### config.mk
export PLATFORM = sky130hd
export DESIGN_NAME = kb_autotype_sequencer
export DESIGN_NICKNAME = d
export VERILOG_FILES = /design/src/rtl/kb_autotype_pkg.sv /design/src/rtl/kb_autotype_fifo.sv /design/src/rtl/kb_autotype_sequencer.sv
export SDC_FILE = /design/constraint.sdc
export NUM_CORES = 1
export LEC_CHECK = 0
export CAP_MARGIN = 25
export CORE_ASPECT_RATIO = 1.4
export CORE_MARGIN = 2
export CORE_UTILIZATION = 57
export DETAILED_ROUTE_END_ITERATION = 12
export GPL_TIMING_DRIVEN = 0
export HOLD_SLACK_MARGIN = 0.03
export MAX_ROUTING_LAYER = met4
export PLACE_DENSITY = 0.86
export SLEW_MARGIN = 20
export SYNTH_ARGS = -nofsm -noshare
export SYNTH_HDL_FRONTEND = slang
export SYNTH_SLANG_ARGS = --single-unit
### constraint.sdc
create_clock -name clk -period 2.6 [get_ports clk]
set_input_delay 0.65 -clock clk [delete_from_list [all_inputs] [get_ports clk]]
set_output_delay 0.65 -clock clk [all_outputs]
set_load 0.1 [all_outputs]
### src/rtl/kb_autotype_pkg.sv
// kb_autotype_pkg
//   Constants shared by the autotype sequencer and its FIFO.
//   - Layout of an 8-bit key code: [7]=shift, [6:3]=matrix row, [2:0]=matrix column.
//   - The CPC SHIFT key position, which is pressed alongside shifted codes.
//   - The pause row value (holds a time slot without pressing anything).
//   - The sequencer state encoding.
package kb_autotype_pkg;

    localparam int SHIFT_BIT = 7;
    localparam int ROW_MSB   = 6;
    localparam int ROW_LSB   = 3;
    localparam int COL_MSB   = 2;
    localparam int COL_LSB   = 0;

    localparam logic [3:0] PAUSE_ROW     = 4'hF;
    localparam logic [3:0] LAST_KEY_ROW  = 4'd9;
    localparam logic [3:0] CPC_SHIFT_ROW = 4'd2;
    localparam logic [2:0] CPC_SHIFT_COL = 3'd5;

    typedef enum logic [1:0] {
        ST_IDLE  = 2'd0,
        ST_FETCH = 2'd1,
        ST_PRESS = 2'd2,
        ST_GAP   = 2'd3
    } state_t;

    // Rows 0..9 exist in the 10x8 matrix; everything else is pause or invalid.
    function automatic logic is_key_row(input logic [3:0] row);
        return row <= LAST_KEY_ROW;
    endfunction

endpackage

### src/rtl/kb_autotype_fifo.sv
// kb_autotype_fifo
//   Synchronous 8-bit code FIFO, depth 2**AW, with flush.
//   Ports:
//     clk, reset   clock and asynchronous active-high reset
//     flush        empties the FIFO; wins over a push or pop in the same cycle
//     push/wr_data write request and data (ignored when full)
//     pop          advance the head (ignored when empty)
//     rd_data      current head entry, visible without a read delay
//     full/empty   status derived from the (AW+1)-bit pointers
module kb_autotype_fifo #(
    parameter int AW = 4
) (
    input  logic       clk,
    input  logic       reset,
    input  logic       flush,
    input  logic       push,
    input  logic [7:0] wr_data,
    input  logic       pop,
    output logic [7:0] rd_data,
    output logic       full,
    output logic       empty
);

    localparam int DEPTH = 1 << AW;

    logic [7:0]  mem [DEPTH];
    logic [AW:0] wr_ptr_reg;
    logic [AW:0] rd_ptr_reg;
    logic        push_ok;
    logic        pop_ok;

    // The extra pointer MSB distinguishes full from empty when the
    // address bits coincide.
    assign empty = (wr_ptr_reg == rd_ptr_reg);
    assign full  = (wr_ptr_reg[AW] != rd_ptr_reg[AW]) &&
                   (wr_ptr_reg[AW-1:0] == rd_ptr_reg[AW-1:0]);

    // A full FIFO refuses a write even if the head is popped on the same edge.
    assign push_ok = push && !full && !flush;
    assign pop_ok  = pop && !empty && !flush;

    always_ff @(posedge clk) begin
        if (push_ok) begin
            mem[wr_ptr_reg[AW-1:0]] <= wr_data;
        end
    end

    always_ff @(posedge clk or posedge reset) begin
        if (reset) begin
            wr_ptr_reg <= '0;
            rd_ptr_reg <= '0;
        end else if (flush) begin
            wr_ptr_reg <= '0;
            rd_ptr_reg <= '0;
        end else begin
            if (push_ok) begin
                wr_ptr_reg <= wr_ptr_reg + (AW+1)'(1);
            end
            if (pop_ok) begin
                rd_ptr_reg <= rd_ptr_reg + (AW+1)'(1);
            end
        end
    end

    // The sequencer latches the head in the same cycle it pops it, so the
    // head is read straight out of the array rather than through a register.
    assign rd_data = mem[rd_ptr_reg[AW-1:0]];

endmodule

### src/rtl/kb_autotype_sequencer.sv
// kb_autotype_sequencer
//   Types a queue of CPC key codes into the keyboard matrix, one key per
//   slot, with press and release times measured in video frames. The merged
//   active-low columns replace the raw matrix columns on the PPI port-A path.
//   Ports:
//     clk, reset   system clock; asynchronous active-high reset
//     frame_tick   1-clk pulse per video frame
//     wr_data/wr_valid/wr_ready  code write interface (write when valid&ready)
//     abort        flush queue and release the injected key
//     lock_user    while busy, mask out the user's keys
//     rowselect    PPI row select
//     columns_kbd  user columns from the PS/2 matrix (active low)
//     columns      merged columns (active low, combinational)
//     busy         queue not empty or sequencer not idle
//     err          sticky flag: a code with row 10..14 was fetched
module kb_autotype_sequencer
    import kb_autotype_pkg::*;
#(
    parameter int PRESS_FRAMES = 3,
    parameter int GAP_FRAMES   = 2,
    parameter int FIFO_AW      = 4
) (
    input  logic       clk,
    input  logic       reset,
    input  logic       frame_tick,
    input  logic [7:0] wr_data,
    input  logic       wr_valid,
    output logic       wr_ready,
    input  logic       abort,
    input  logic       lock_user,
    input  logic [3:0] rowselect,
    input  logic [7:0] columns_kbd,
    output logic [7:0] columns,
    output logic       busy,
    output logic       err
);

    // Counter values at which the terminating tick arrives.
    localparam logic [7:0] PRESS_LAST = 8'(PRESS_FRAMES - 1);
    localparam logic [7:0] GAP_LAST   = 8'(GAP_FRAMES - 1);

    state_t      state_reg;
    logic [7:0]  frame_cnt_reg;
    logic [3:0]  key_row_reg;
    logic [2:0]  key_col_reg;
    logic        key_shift_reg;
    logic        key_down_reg;
    logic        err_reg;

    logic        fifo_full;
    logic        fifo_empty;
    logic [7:0]  fifo_head;
    logic [3:0]  head_row;
    logic [7:0]  inj_cols;
    logic [7:0]  user_cols;

    kb_autotype_fifo #(
        .AW(FIFO_AW)
    ) u_fifo (
        .clk     (clk),
        .reset   (reset),
        .flush   (abort),
        .push    (wr_valid),
        .wr_data (wr_data),
        .pop     (state_reg == ST_FETCH),
        .rd_data (fifo_head),
        .full    (fifo_full),
        .empty   (fifo_empty)
    );

    assign head_row = fifo_head[ROW_MSB:ROW_LSB];

    always_ff @(posedge clk or posedge reset) begin
        if (reset) begin
            state_reg     <= ST_IDLE;
            frame_cnt_reg <= '0;
            key_row_reg   <= '0;
            key_col_reg   <= '0;
            key_shift_reg <= 1'b0;
            key_down_reg  <= 1'b0;
            err_reg       <= 1'b0;
        end else if (abort) begin
            state_reg     <= ST_IDLE;
            frame_cnt_reg <= '0;
            key_down_reg  <= 1'b0;
        end else begin
            case (state_reg)
                ST_IDLE: begin
                    if (!fifo_empty) begin
                        state_reg <= ST_FETCH;
                    end
                end
                ST_FETCH: begin
                    key_row_reg   <= head_row;
                    key_col_reg   <= fifo_head[COL_MSB:COL_LSB];
                    key_shift_reg <= fifo_head[SHIFT_BIT];
                    frame_cnt_reg <= '0;
                    if (is_key_row(head_row)) begin
                        state_reg    <= ST_PRESS;
                        key_down_reg <= 1'b1;
                    end else if (head_row == PAUSE_ROW) begin
                        // Pause occupies a press slot with nothing held down.
                        state_reg    <= ST_PRESS;
                        key_down_reg <= 1'b0;
                    end else begin
                        err_reg   <= 1'b1;
                        state_reg <= ST_IDLE;
                    end
                end
                ST_PRESS: begin
                    if (frame_tick) begin
                        if (frame_cnt_reg == PRESS_LAST) begin
                            // Key and shift release together on this edge.
                            state_reg     <= ST_GAP;
                            frame_cnt_reg <= '0;
                            key_down_reg  <= 1'b0;
                        end else begin
                            frame_cnt_reg <= frame_cnt_reg + 8'd1;
                        end
                    end
                end
                ST_GAP: begin
                    if (frame_tick) begin
                        if (frame_cnt_reg == GAP_LAST) begin
                            state_reg     <= fifo_empty ? ST_IDLE : ST_FETCH;
                            frame_cnt_reg <= '0;
                        end else begin
                            frame_cnt_reg <= frame_cnt_reg + 8'd1;
                        end
                    end
                end
                default: state_reg <= ST_IDLE;
            endcase
        end
    end

    // Injected columns: a held key only ever has row 0..9, so a rowselect of
    // 10..15 never matches and leaves every bit released.
    genvar gi;
    generate
        for (gi = 0; gi < 8; gi++) begin : g_inj
            assign inj_cols[gi] = !(key_down_reg &&
                ((rowselect == key_row_reg && key_col_reg == 3'(gi)) ||
                 (key_shift_reg && rowselect == CPC_SHIFT_ROW &&
                  3'(gi) == CPC_SHIFT_COL)));
        end
    endgenerate

    assign busy      = !fifo_empty || (state_reg != ST_IDLE);
    assign user_cols = (busy && lock_user) ? 8'hFF : columns_kbd;
    assign columns   = user_cols & inj_cols;
    assign wr_ready  = !fifo_full;
    assign err       = err_reg;

endmodule

# Word level (Yosys, flattened, before mapping)
# Memories as Yosys holds them, arrays and structs flattened.
# Index checks and enable logic that the tools add are counted.
# word_totals
ff_bits,30
latch_bits,0
ram_bits,128
rom_bits,0
inputBits,26
out_inout_bits,11
elab_cells,119
n_memories,1
# mem_list
memory,depth,width,rd,rd_clocked_by_memory_dff,write_ports,line_no,rtl
u_fifo.mem,16,8,1,0,1,kb_autotype_fifo.sv:26,logic [7:0] mem [DEPTH];
# op_classes
n_addsub,3
mul,0
n_div,0
magnitude_cmp,1
eq_ne,24
shifts,0
n_mux,29
n_bitwise,4
reduce_logical,48
# op_table
op,n
$mux W8,6
$pmux W8 S3,1
$logic_and A1 B1 Y1,23
$mux W5,4
$mux W2,8
$ne A3 B3 Y1 const B,5
$eq A3 B3 Y1 const B,4
$logic_not A1 Y1,11
$add A5 B1 Y5 const B,2
$add A8 B1 Y8 const B,1
$and A8 B8 Y8,1
$eq A4 B4 Y1,2
$eq A8 B1 Y1 const B,1
$eq A8 B2 Y1 const B,1
$mux W1,8
$pmux W2 S4,1
$reduce_and A4 Y1,2
$eq A3 B2 Y1 const B,2
$reduce_bool A2 Y1,3
$eq A5 B5 Y1,1
$reduce_and A5 Y1,1
$eq A2 B2 Y1 const B,2
$eq A4 B2 Y1 const B,1
$eq A4 B4 Y1 const B,1
other kinds (14),17

# Longest topological paths before layout
# Gate-level depths: netlist of the first run.
# logic_depth
depth_word,7
ltp_mapped,8
depth_no_buf,8

# By module
# A second synthesis of the first run with hierarchy kept.
# unflattened
cells_unflattened,444
hier_area_um2,7028.0
# modules_own_cells
mod,instances,cells_per_inst,area_each_um2,seq_area_each_um2
kb_autotype_fifo,1,315,5758.0,4093.9
kb_autotype_sequencer,1,129,1270.0,500.5

# Worst setup path before layout of the first run
# Ideal clock, no wire load.
# synth_path
kind,register -> output
startpoint,register u_fifo.wr_ptr_reg[3]
endpoint,output columns[5]
t_arrival_ps,4332
t_required_ps,1950
path_slack_ps,-2382
path_stages_with_launch,9
path_buffers,2
path_cell_list,dfrtp_1 clkbuf_1 xor2_1 nor4_2 nand3_1 and2_1 clkbuf_1 nor2_1 a211oi_1
# synth_via
elab_chain_cells,6
# synth_lines
element,line_no,rtl
from (decl),kb_autotype_fifo.sv:27,logic [AW:0] wr_ptr_reg;
from (signal assigned),kb_autotype_fifo.sv:57,wr_ptr_reg <= wr_ptr_reg + (AW+1)'(1);
$eq A5 B5 Y1,kb_autotype_fifo.sv:34,assign empty = (wr_ptr_reg == rd_ptr_reg);
$logic_not A1 Y1,kb_autotype_sequencer.sv:149,assign busy = !fifo_empty || (state_reg != ST_IDLE);
$logic_or A1 B1 Y1,kb_autotype_sequencer.sv:149,
net busy,kb_autotype_sequencer.sv:34,"output logic busy,"
$logic_and A1 B1 Y1,kb_autotype_sequencer.sv:150,assign user_cols = (busy && lock_user) ? 8'hFF : columns_kbd;
$mux W8,kb_autotype_sequencer.sv:150,
$and A8 B8 Y8,kb_autotype_sequencer.sv:151,assign columns = user_cols & inj_cols;
to (decl),kb_autotype_sequencer.sv:33,"output logic [7:0] columns,"
# The timed path passes the listed nets, and every way through them passes these cells.

# Worst setup path after layout of the first run
# layout_path
startpoint,register u_fifo.rd_ptr_reg[2]
endpoint,output columns[5]
# layout_via
elab_chain_cells,6
# layout_lines
element,line_no,rtl
from (decl),kb_autotype_fifo.sv:28,logic [AW:0] rd_ptr_reg;
from (signal assigned),kb_autotype_fifo.sv:60,rd_ptr_reg <= rd_ptr_reg + (AW+1)'(1);
$eq A5 B5 Y1,kb_autotype_fifo.sv:34,
$logic_not A1 Y1,kb_autotype_sequencer.sv:149,
$logic_or A1 B1 Y1,kb_autotype_sequencer.sv:149,
$logic_and A1 B1 Y1,kb_autotype_sequencer.sv:150,
$mux W8,kb_autotype_sequencer.sv:150,
$and A8 B8 Y8,kb_autotype_sequencer.sv:151,
# No other way between the ends.

==> flow_summary.toml, run 1 <==
[finish]
fin_area_um2 = 8553
final_cells = 656
layout-drive-gt1-share = 0.2849
largest_reg_flops = 128
num-nets-final = 534
areaGrowthSynthToFinish_pct = 23.93
post-route-util = 0.7236
antenna_cells = 0

[timing]
setup_ws_ns = -0.2506
hold_slack_ns = 0.4846
fin_worst_skew_ns = 0.009783
worst_pin_slew_ns = 0.9634
rsz0062_at_grt = "yes"
max_freq_mhz = 350.8
drv_slew = 0
setup_viol = 8
finalSetupTns_ns = -1.804
period_minus_slack_ns = 2.851
finalCritPeriodShare = 1.096
finalHoldViolCount = 0
relSlewSlack = 0.3557

[setup_path]
worstPathArrival_ns = 2.20
critical_path_class = "reg2out"
cp_slowest_cell = "dfrtp_2"
max_stage_delay_ns = 0.46
cp_top_family = "simple AND/OR/NAND/NOR gates"
cp_max_fo = 8
crit_required_ns = 1.95
r2r_cells = 9
cp_num_buf_inv = 1
r2r_slack_ns = 0.09
rr_startpoint = "u_fifo.rd_ptr_reg[0]"
cp-end-kind = "output pin"
startpoint_type = "flip-flop"
crit_chain = "xor2_4 > nor4_4 > nand3_4 > and2_4 > nor2_4 > a211oi_4 > buf_12"
reg2reg_to = "key_down_reg"

[floorplanning]
core_area_um2 = 11820
fp.dieH_um = 134.2
design.die.area_um2 = 13020
placement_rows = 47
die_w_um = 97
start_util = 0.5839
ios = 37

[cts]
h-tree-depth = 4
clk_pin_slew_ns = 0.06
cts_buffer_depth = 2
postCtsHoldBufs = 0
cts_tree = "done"
cts_buffers = 17
root_buffer = "clkbuf_16"
clkLatencyLatePin_ns = 0.42
cts_sinks = 158

[logic_synthesis]
synth_top_area_frac = 0.5569
avgSynthCellArea_um2 = 16.01
synthDistinctLibCells = 45
yosysSeqAreaShare = 0.6657
synthesis.area_um2 = 6902
ys_warn_count = 0
synth_seq_cells = 158
synth_nets = 469
synthFlopType = "edfxtp_1"
synthArstFlopShare = 0.1899
yosys.area.top_type = "edfxtp_1"
synth_edf_count = 128
syn_inst = 431
synth_area_leaders = "edfxtp_1, dfrtp_1, mux4_2"

[route]
drt_first_pass_iters = 5
post-route-drc-count = 0
routed_wl_mm = 16.08
drtAntennaViolNets = 0
wl_per_cell_um = 24.51
vias = 4143
vias_per_cell = 6.316
drt-initial-drc-count = 474

[grt]
antenna_found_initial = 0
first_global_vias = 4385
gr-total-overflow = 0
track_usage = 0.2639
grt_max_degree = 31
grt_pass1_wl_mm = 24.59

[hold_path]
hold_path_class = "reg2reg"
min_to = "frame_cnt_reg[7]"
worstHoldStart = "frame_cnt_reg[7]"
min_path_cells = 1

[placement]
placed_area_um2 = 7670
dp_cells = 616
gp_congestion = 0.8642
numPortBuffers = 36
post-dp-hpwl_mm = 10.15
dp_slack_ns = -1.571

[pwr]
powerDensity_nw_per_um2 = 827.0
vdd_drop_max_uv = 499.0
leakagePower_nw = 3.015
p_total_mw = 7.074

[outcome]
status = "finished, violations left"
failed_checks = "negative setup slack"

[run]
cap_violations = 0
## area by class of cell
class	count	area, um^2
plain buffers	15	93.84
clock inverters	14	178.9
fillers	660	3267
multi-input cells	244	2464
inverters	10	37.54
clock buffers	18	429.2
well taps	147	183.9
repair buffers	50	565.5
flip-flops and latches	158	4601
## kinds of logic (layout without fill, tap and decap cells)
family | count (synthesis) | in the layout | share of synthesized area
mux | 41 | 41 | 0.1305
simple gates | 122 | 122 | 0.08774
fa+ha+maj | 12 | 12 | 0.02175
xor+xnor | 18 | 18 | 0.02284
compound gates | 51 | 51 | 0.05149
buf+inv | 29 | 107 | 0.01994
flops | 158 | 158 | 0.6657
## synthesized netlist by cell type, types with 4 or more instances
cell / count
a21oi_1: 9
and2_1: 4
and3_1: 13
buf_2: 5
clkbuf_1: 8
dfrtp_1: 30
edfxtp_1: 128
ha_1: 12
inv_1: 10
mux4_1: 10
mux4_2: 26
nand2_1: 34
nand2b_1: 6
nand3_1: 5
nand4_1: 5
nor2_1: 30
nor2b_1: 14
nor4_1: 4
o21ai_0: 13
o31ai_1: 6
xnor2_1: 5
xor2_1: 13
## worst max path at each step
| stage | from | endpoint | slack, ns | cells past startpoint |
|---|---|---|---|---|
| detailed placement | rowselect[2] | columns[3] | -1.57 | 6 |
| global placement | rowselect[2] | columns[3] | -1.46 | 6 |
| global route | u_fifo.rd_ptr_reg[2] | columns[5] | -0.31 | 7 |
| floorplan | u_fifo.rd_ptr_reg[0] | columns[5] | -0.36 | 8 |
| finish | u_fifo.rd_ptr_reg[2] | columns[5] | -0.25 | 7 |
| CTS | u_fifo.rd_ptr_reg[0] | columns[3] | -0.34 | 8 |
## placed cells by master, fill, tap and decap left out, types with 6 or more instances in the layout
cell type and instances:
ha_1 12, nand2_1 33, clkdlybuf4s50_1 23, nor2_1 22
buf_4 14, edfxtp_1 128, nor2_4 7, and3_2 11
nand2b_1 6, inv_1 9, mux4_2 26, nor2b_1 13
mux4_1 10, dfrtp_1 25, xor2_1 10, o31ai_1 6
buf_12 9, clkbuf_16 17, o21ai_0 12
## per-layer routing
layer / up-vias / track usage / routed length (um)
met5: - / - / 0
met4: 0 / 0.1197 / 552
met3: 46 / 0.04950 / 857
met2: 180 / 0.4506 / 8714
met1: 2117 / 0.3054 / 5955
li1: 1800 / - / -
## power breakdown
group / internal, mW / switching (mW) / leakage [nW] / total, mW
logic: 0.632 / 0.962 / 1.18 / 1.59
registers: 2.84 / 0.116 / 1.55 / 2.96
clock network: 1.45 / 1.07 / 0.294 / 2.52
## repair_timing
action / in CTS / in global routing
endpoints found under the setup margin: 15 / 114
gates cloned: 0 / 0
pin swaps: 5 / 10
buffers inserted: 7 / 6
gates resized for setup: 105 / 27
(Power assumes the default switching activity.)
==> run 2, diff against run 1 <==
--- a/config.mk
+++ b/config.mk
@@ -5,15 +5,16 @@
 export SDC_FILE = /design/constraint.sdc
 export NUM_CORES = 1
 export LEC_CHECK = 0
+export ABC_CLOCK_PERIOD_IN_PS = 2600
 export CAP_MARGIN = 25
 export CORE_ASPECT_RATIO = 1.4
 export CORE_MARGIN = 2
-export CORE_UTILIZATION = 57
+export CORE_UTILIZATION = 50
 export DETAILED_ROUTE_END_ITERATION = 12
 export GPL_TIMING_DRIVEN = 0
 export HOLD_SLACK_MARGIN = 0.03
 export MAX_ROUTING_LAYER = met4
-export PLACE_DENSITY = 0.86
+export PLACE_DENSITY = 0.78
 export SLEW_MARGIN = 20
 export SYNTH_ARGS = -nofsm -noshare
 export SYNTH_HDL_FRONTEND = slang
==> constraint.sdc (replaced) <==
create_clock -name clk -period 2.6 [get_ports clk]
set_input_delay 0.39 -clock clk [delete_from_list [all_inputs] [get_ports clk]]
set_output_delay 0.39 -clock clk [all_outputs]
set_load 0.1 [all_outputs]
==> run 2 against run 1 <==
Net effect:
- the flow now finishes without violations
- via count fell by 3.3%
- die area up 13%
- count of clock-buffer cells in the layout stayed put
- sequential share of layout area increased by 0.27 points
- final area shrank 0.45%
- register-to-register slack better by 0.03 ns
- sequential power about the same
- global-route usage shrank 4.6 points
- wire length fell by 9.0%
- fmax rose by 12%
- non-clock buffer count did not move
- critical path depth stayed put
==> flow_summary.toml, run 2 (synthesized netlist as in run 1, its figures left out) <==
[setup_path]
crit_required_ns = 2.21
critical_path_class = "reg2out"
startpoint = "u_fifo.rd_ptr_reg[0]"
cp_slowest_cell = "dfrtp_2"
max_stage_delay_ns = 0.44
cp_top_family = "simple AND/OR/NAND/NOR gates"
worstPathArrival_ns = 2.15
crit_chain = "xor2_2 > nor4_4 > nand3_4 > and2_4 > nor2_4 > a21oi_4 > buf_12"
cp_num_buf_inv = 1
cp_max_fo = 8
cp-end-kind = "output pin"
rr_startpoint = "u_fifo.rd_ptr_reg[0]"
startpoint_type = "flip-flop"

[pwr]
powerDensity_nw_per_um2 = 805.7
leakagePower_nw = 2.978
vdd_drop_max_uv = 576.7

[finish]
num-nets-final = 534
fin_area_um2 = 8514
final_cell_mix = "edfxtp_1, nand2_1, mux4_2, clkdlybuf4s50_1, dfrtp_1"
antenna_cells = 0
largest_reg_flops = 128
areaGrowthSynthToFinish_pct = 23.37
final_common_cell = "edfxtp_1"
layout-drive-gt1-share = 0.2692

[grt]
grt_max_degree = 31
gr-total-overflow = 0
antenna_found_initial = 0
grt_pass1_wl_mm = 22.21
track_usage = 0.2180
first_global_vias = 3960

[timing]
finalHoldViolCount = 0
rsz0062_at_grt = "yes"
setup_viol = 0
max_freq_mhz = 393.0
setup_ws_ns = 0.05516
period_minus_slack_ns = 2.545
drv_slew = 0
finalCritPeriodShare = 0.9788
relSlewSlack = 0.3575
worst_pin_slew_ns = 0.9608
fin_worst_skew_ns = 0.009616

[floorplanning]
core_area_um2 = 13450
die_w_um = 103.3
placement_rows = 50
start_util = 0.5131
design.die.area_um2 = 14770
ios = 37
fp.dieH_um = 143.0

[run]
cap_violations = 0

[route]
routed_wl_mm = 14.63
drt-initial-drc-count = 334
drtAntennaViolNets = 0
drt_first_pass_iters = 5
wl_per_cell_um = 21.17
vias = 4008
post-route-drc-count = 0
vias_per_cell = 5.800

[cts]
cts_buffer_depth = 2
cts_buffers = 17
clkLatencyLatePin_ns = 0.42
h-tree-depth = 4
clk_pin_slew_ns = 0.07
cts_tree = "done"
cts_sinks = 158
root_buffer = "clkbuf_16"

[placement]
numPortBuffers = 36
gp_congestion = 0.7837
post-dp-hpwl_mm = 9.624
placed_area_um2 = 7716
dp_slack_ns = -1.044

[hold_path]
hold_path_class = "in2async"

[outcome]
status = "finished clean"
-- run 2: cell types whose count changed in the layout (fill, tap and decap cells not counted), moves of 3 or more --
cell | before | now
and3_1 | 2 | 13
clkdlybuf4s50_1 | 23 | 26
and3_2 | 11 | 0
clkinv_2 | 0 | 3
-- run 2: repair_timing --
item / CTS / global route
setup endpoints to repair: 10 / 112
setup buffers: 6 / 6
gates resized for setup: 98 / 13
pin swaps: 4 / 4
hold buffers: 0 / 0
-- run 2: worst paths after layout --
path,cells past startpoint,to,slack (ns)
max in group asynchronous,2,u_fifo.rd_ptr_reg[3],1.74
min in group clk,1,err,0.47
setup / recovery,7,columns[1],0.06
setup reg to reg,7,key_col_reg[0],0.12
hold reg to reg,1,err,0.47
hold / removal,2,key_row_reg[2],0.38
-- run 2: area by class of cell --
cell class | instances | area, um^2
Inverter | 10 | 37.54
Multi-Input combinational cell | 244 | 2461
Fill cell | 923 | 4936
Tap cell | 182 | 227.7
Clock buffer | 18 | 429.2
Buffer | 15 | 87.58
Clock inverter | 14 | 132.6
Timing Repair Buffer | 50 | 535.5
Sequential cell | 158 | 4603
-- run 2: per-stage QoR --
| stage | power [mW] | util | hold WS [ns] | TNS, ns | instances |
|---|---|---|---|---|---|
| after global routing | 7.109 | 0.6330 | 0.4532 | -0.01556 | 691 |
| after CTS | 6.865 | 0.6286 | 0.3988 | -0.4404 | 687 |
| after detailed placement | 4.408 | 0.5737 | 0.4615 | -7.190 | 651 |
| after floorplan | 4.072 | - | 0.4459 | -0.2451 | 431 |
| final | 6.860 | 0.6330 | 0.3831 | 0 | 691 |
| after global placement | 4.369 | 0.5705 | 0.4596 | -19.14 | 649 |
-- run 2: power by group --
group	internal (mW)	switching [mW]
logic	0.642	0.933
registers	2.84	0.100
clock network	1.33	1.01
total	4.82	2.04
-- run 2: per-layer routing --
metal,global-route usage,up-vias,wire length [um]
met5,-,-,0
met4,0.08033,0,388
met3,0.04356,32,700
met2,0.3698,124,7982
met1,0.2561,2055,5560
li1,-,1797,-
-- run 2: worst register-to-register path, stage by stage (launching register included) --
cell,delay (ns)
dfrtp_2,0.41
buf_4,0.23
buf_8,0.18
buf_2,0.35
mux4_2,0.56
mux4_2,0.52
nand2_1,0.08
nand2_1,0.05
==> run 3, diff against run 2 <==
--- a/config.mk
+++ b/config.mk
@@ -12,9 +12,9 @@
 export CORE_UTILIZATION = 50
 export DETAILED_ROUTE_END_ITERATION = 12
 export GPL_TIMING_DRIVEN = 0
-export HOLD_SLACK_MARGIN = 0.03
 export MAX_ROUTING_LAYER = met4
 export PLACE_DENSITY = 0.78
+export SETUP_SLACK_MARGIN = 0.5
 export SLEW_MARGIN = 20
 export SYNTH_ARGS = -nofsm -noshare
 export SYNTH_HDL_FRONTEND = slang
==> run 3 against run 2 <==
Net effect:
- the flow now finishes with violations (negative setup slack)
- first-iteration DRC count fell by 13%
- register-to-register slack got worse by 0.12 ns
- non-clock buffer count grew 17
- critical path depth is 2 higher
- sequential share of layout area shrank 3.3 points
- core utilization increased by 4.1 points
- count of clock-buffer cells in the layout unchanged
- power up 6.1%
- setup slack lost 0.15 ns
==> flow_summary.toml, run 3 (synthesized netlist as in run 1, its figures left out) <==
[outcome]
status = "finished, violations left"
failed_checks = "negative setup slack"

[floorplanning]
core_area_um2 = 13450
design.die.area_um2 = 14770
fp.dieH_um = 143.0
ios = 37
placement_rows = 50
start_util = 0.5131
die_w_um = 103.3

[timing]
max_freq_mhz = 371.6
period_minus_slack_ns = 2.691
worst_pin_slew_ns = 0.9503
rsz0062_at_grt = "yes"
fin_worst_skew_ns = 0.009968
finalCritPeriodShare = 1.035
drv_slew = 0
setup_ws_ns = -0.09107
finalHoldViolCount = 0
relSlewSlack = 0.3690
setup_viol = 9

[placement]
post-dp-hpwl_mm = 9.613
placed_area_um2 = 7716
gp_congestion = 0.7797
numPortBuffers = 36

[finish]
largest_reg_flops = 128
final_cell_mix = "edfxtp_1, mux4_2, dfrtp_1"
num-nets-final = 551
areaGrowthSynthToFinish_pct = 31.36
final_common_cell = "edfxtp_1"
layout-drive-gt1-share = 0.3460
fin_area_um2 = 9066
antenna_cells = 0

[pwr]
clockPowerShare = 0.323
p_total_mw = 7.280
p_sw_mw = 2.194
intPower_mw = 5.086
vdd_drop_max_uv = 616.2
p_sw_frac = 0.3014
powerDensity_nw_per_um2 = 802.9
combPwrFrac = 0.271
pwr-share-seq = 0.406
leakagePower_nw = 3.141

[setup_path]
startpoint_type = "flip-flop"
cp_max_fo = 8
crit_required_ns = 2.21
worstPathArrival_ns = 2.30
critical_path_class = "reg2out"
cp-end-kind = "output pin"

[cts]
clk_pin_slew_ns = 0.07
cts_sinks = 158
h-tree-depth = 4
cts_buffers = 17
clkLatencyLatePin_ns = 0.42
cts_buffer_depth = 2
root_buffer = "clkbuf_16"
cts_tree = "done"

[route]
routed_wl_mm = 16.56
drt-initial-drc-count = 290
post-route-drc-count = 0
vias = 4167
drt_first_pass_iters = 6
drtAntennaViolNets = 0
wl_per_cell_um = 23.39
vias_per_cell = 5.886

[grt]
first_global_vias = 4380
grt_pass1_wl_mm = 24.70
gr-total-overflow = 0
track_usage = 0.2401
antenna_found_initial = 0
grt_max_degree = 31

[run]
cap_violations = 0

[hold_path]
hold_path_class = "in2async"
[run 3: cell count changes in the layout (fill, tap and decap cells not counted), moves of 3 or more]
cell	previous run	this run
nand2_1	33	24
dfrtp_1	23	26
buf_8	1	4
nor2_1	22	18
buf_12	8	18
buf_2	6	1
nor2_4	8	11
and3_4	0	12
buf_6	0	8
nand2_2	1	7
and3_1	13	1
dfrtp_2	7	4
[run 3: routing by layer]
metal	global-route usage	vias to the layer above	wire, um
met3	0.04944	36	836
met4	0.06717	0	375
met1	0.2716	2125	6066
li1	-	1830	-
met2	0.4269	176	9279
met5	-	-	0
[run 3: worst max-delay path, cell delays in order (launching register included)]
cell       delay [ns]
dfrtp_1          0.39
buf_8            0.14
xor2_4           0.18
nor4_4           0.36
nand3_4          0.11
and2_4           0.16
clkbuf_16        0.17
nor2_4           0.10
a211oi_4         0.06
buf_12           0.19
[run 3: metrics by stage]
stage	hold WS [ns]	util	instances	setup WS [ns]	setup TNS (ns)
floorplan	0.4459	-	431	-0.1030	-0.3636
CTS	0.4079	0.6639	703	-0.08763	-0.6217
finish	0.3858	0.6740	708	-0.09107	-0.6453
global route	0.4819	0.6740	708	-0.1569	-1.240
global placement	0.4633	0.5730	649	-0.9731	-9.149
detailed placement	0.4710	0.5737	649	-0.9807	-7.111
[run 3: path summary, 6_finish.rpt]
path	from	end	slack (ns)	depth (start not counted)
min in group clk	err	err	0.49	1
hold reg to reg	err	err	0.49	1
setup reg to reg	u_fifo.rd_ptr_reg[0]	state_reg[1]	0	11
hold / removal	reset	key_col_reg[0]	0.39	2
setup / recovery	u_fifo.wr_ptr_reg[2]	columns[5]	-0.09	9
max in group asynchronous	reset	state_reg[0]	1.75	2
[run 3: final cells by class]
cell class                 instances  area [um^2]
clock inverter                    14        131.4
clock buffer                      18        429.2
buffer                            19        197.7
inverter                          10        37.54
tap                              182        227.7
multi-input combinational        244         2641
fill                             808         4384
timing repair buffer              63        802.0
sequential                       158         4599
[run 3: timing repair]
item	in CTS	in global routing
hold buffers	0	0
buffers inserted	20	5
pin swaps	15	15
setup endpoints to repair	155	145
resized for setup	178	28
gates cloned	2	0
endpoints found under the hold margin	0	0
[run 3: power by group through the flow]
stage	Combinational (mW)	Sequential [mW]	Clock, mW
CTS	1.88	2.94	2.35
detailed placement	1.42	2.99	0
global placement	1.39	2.99	0
finish	1.97	2.95	2.35
global route	2.08	2.97	2.46
floorplan	1.06	3.02	0
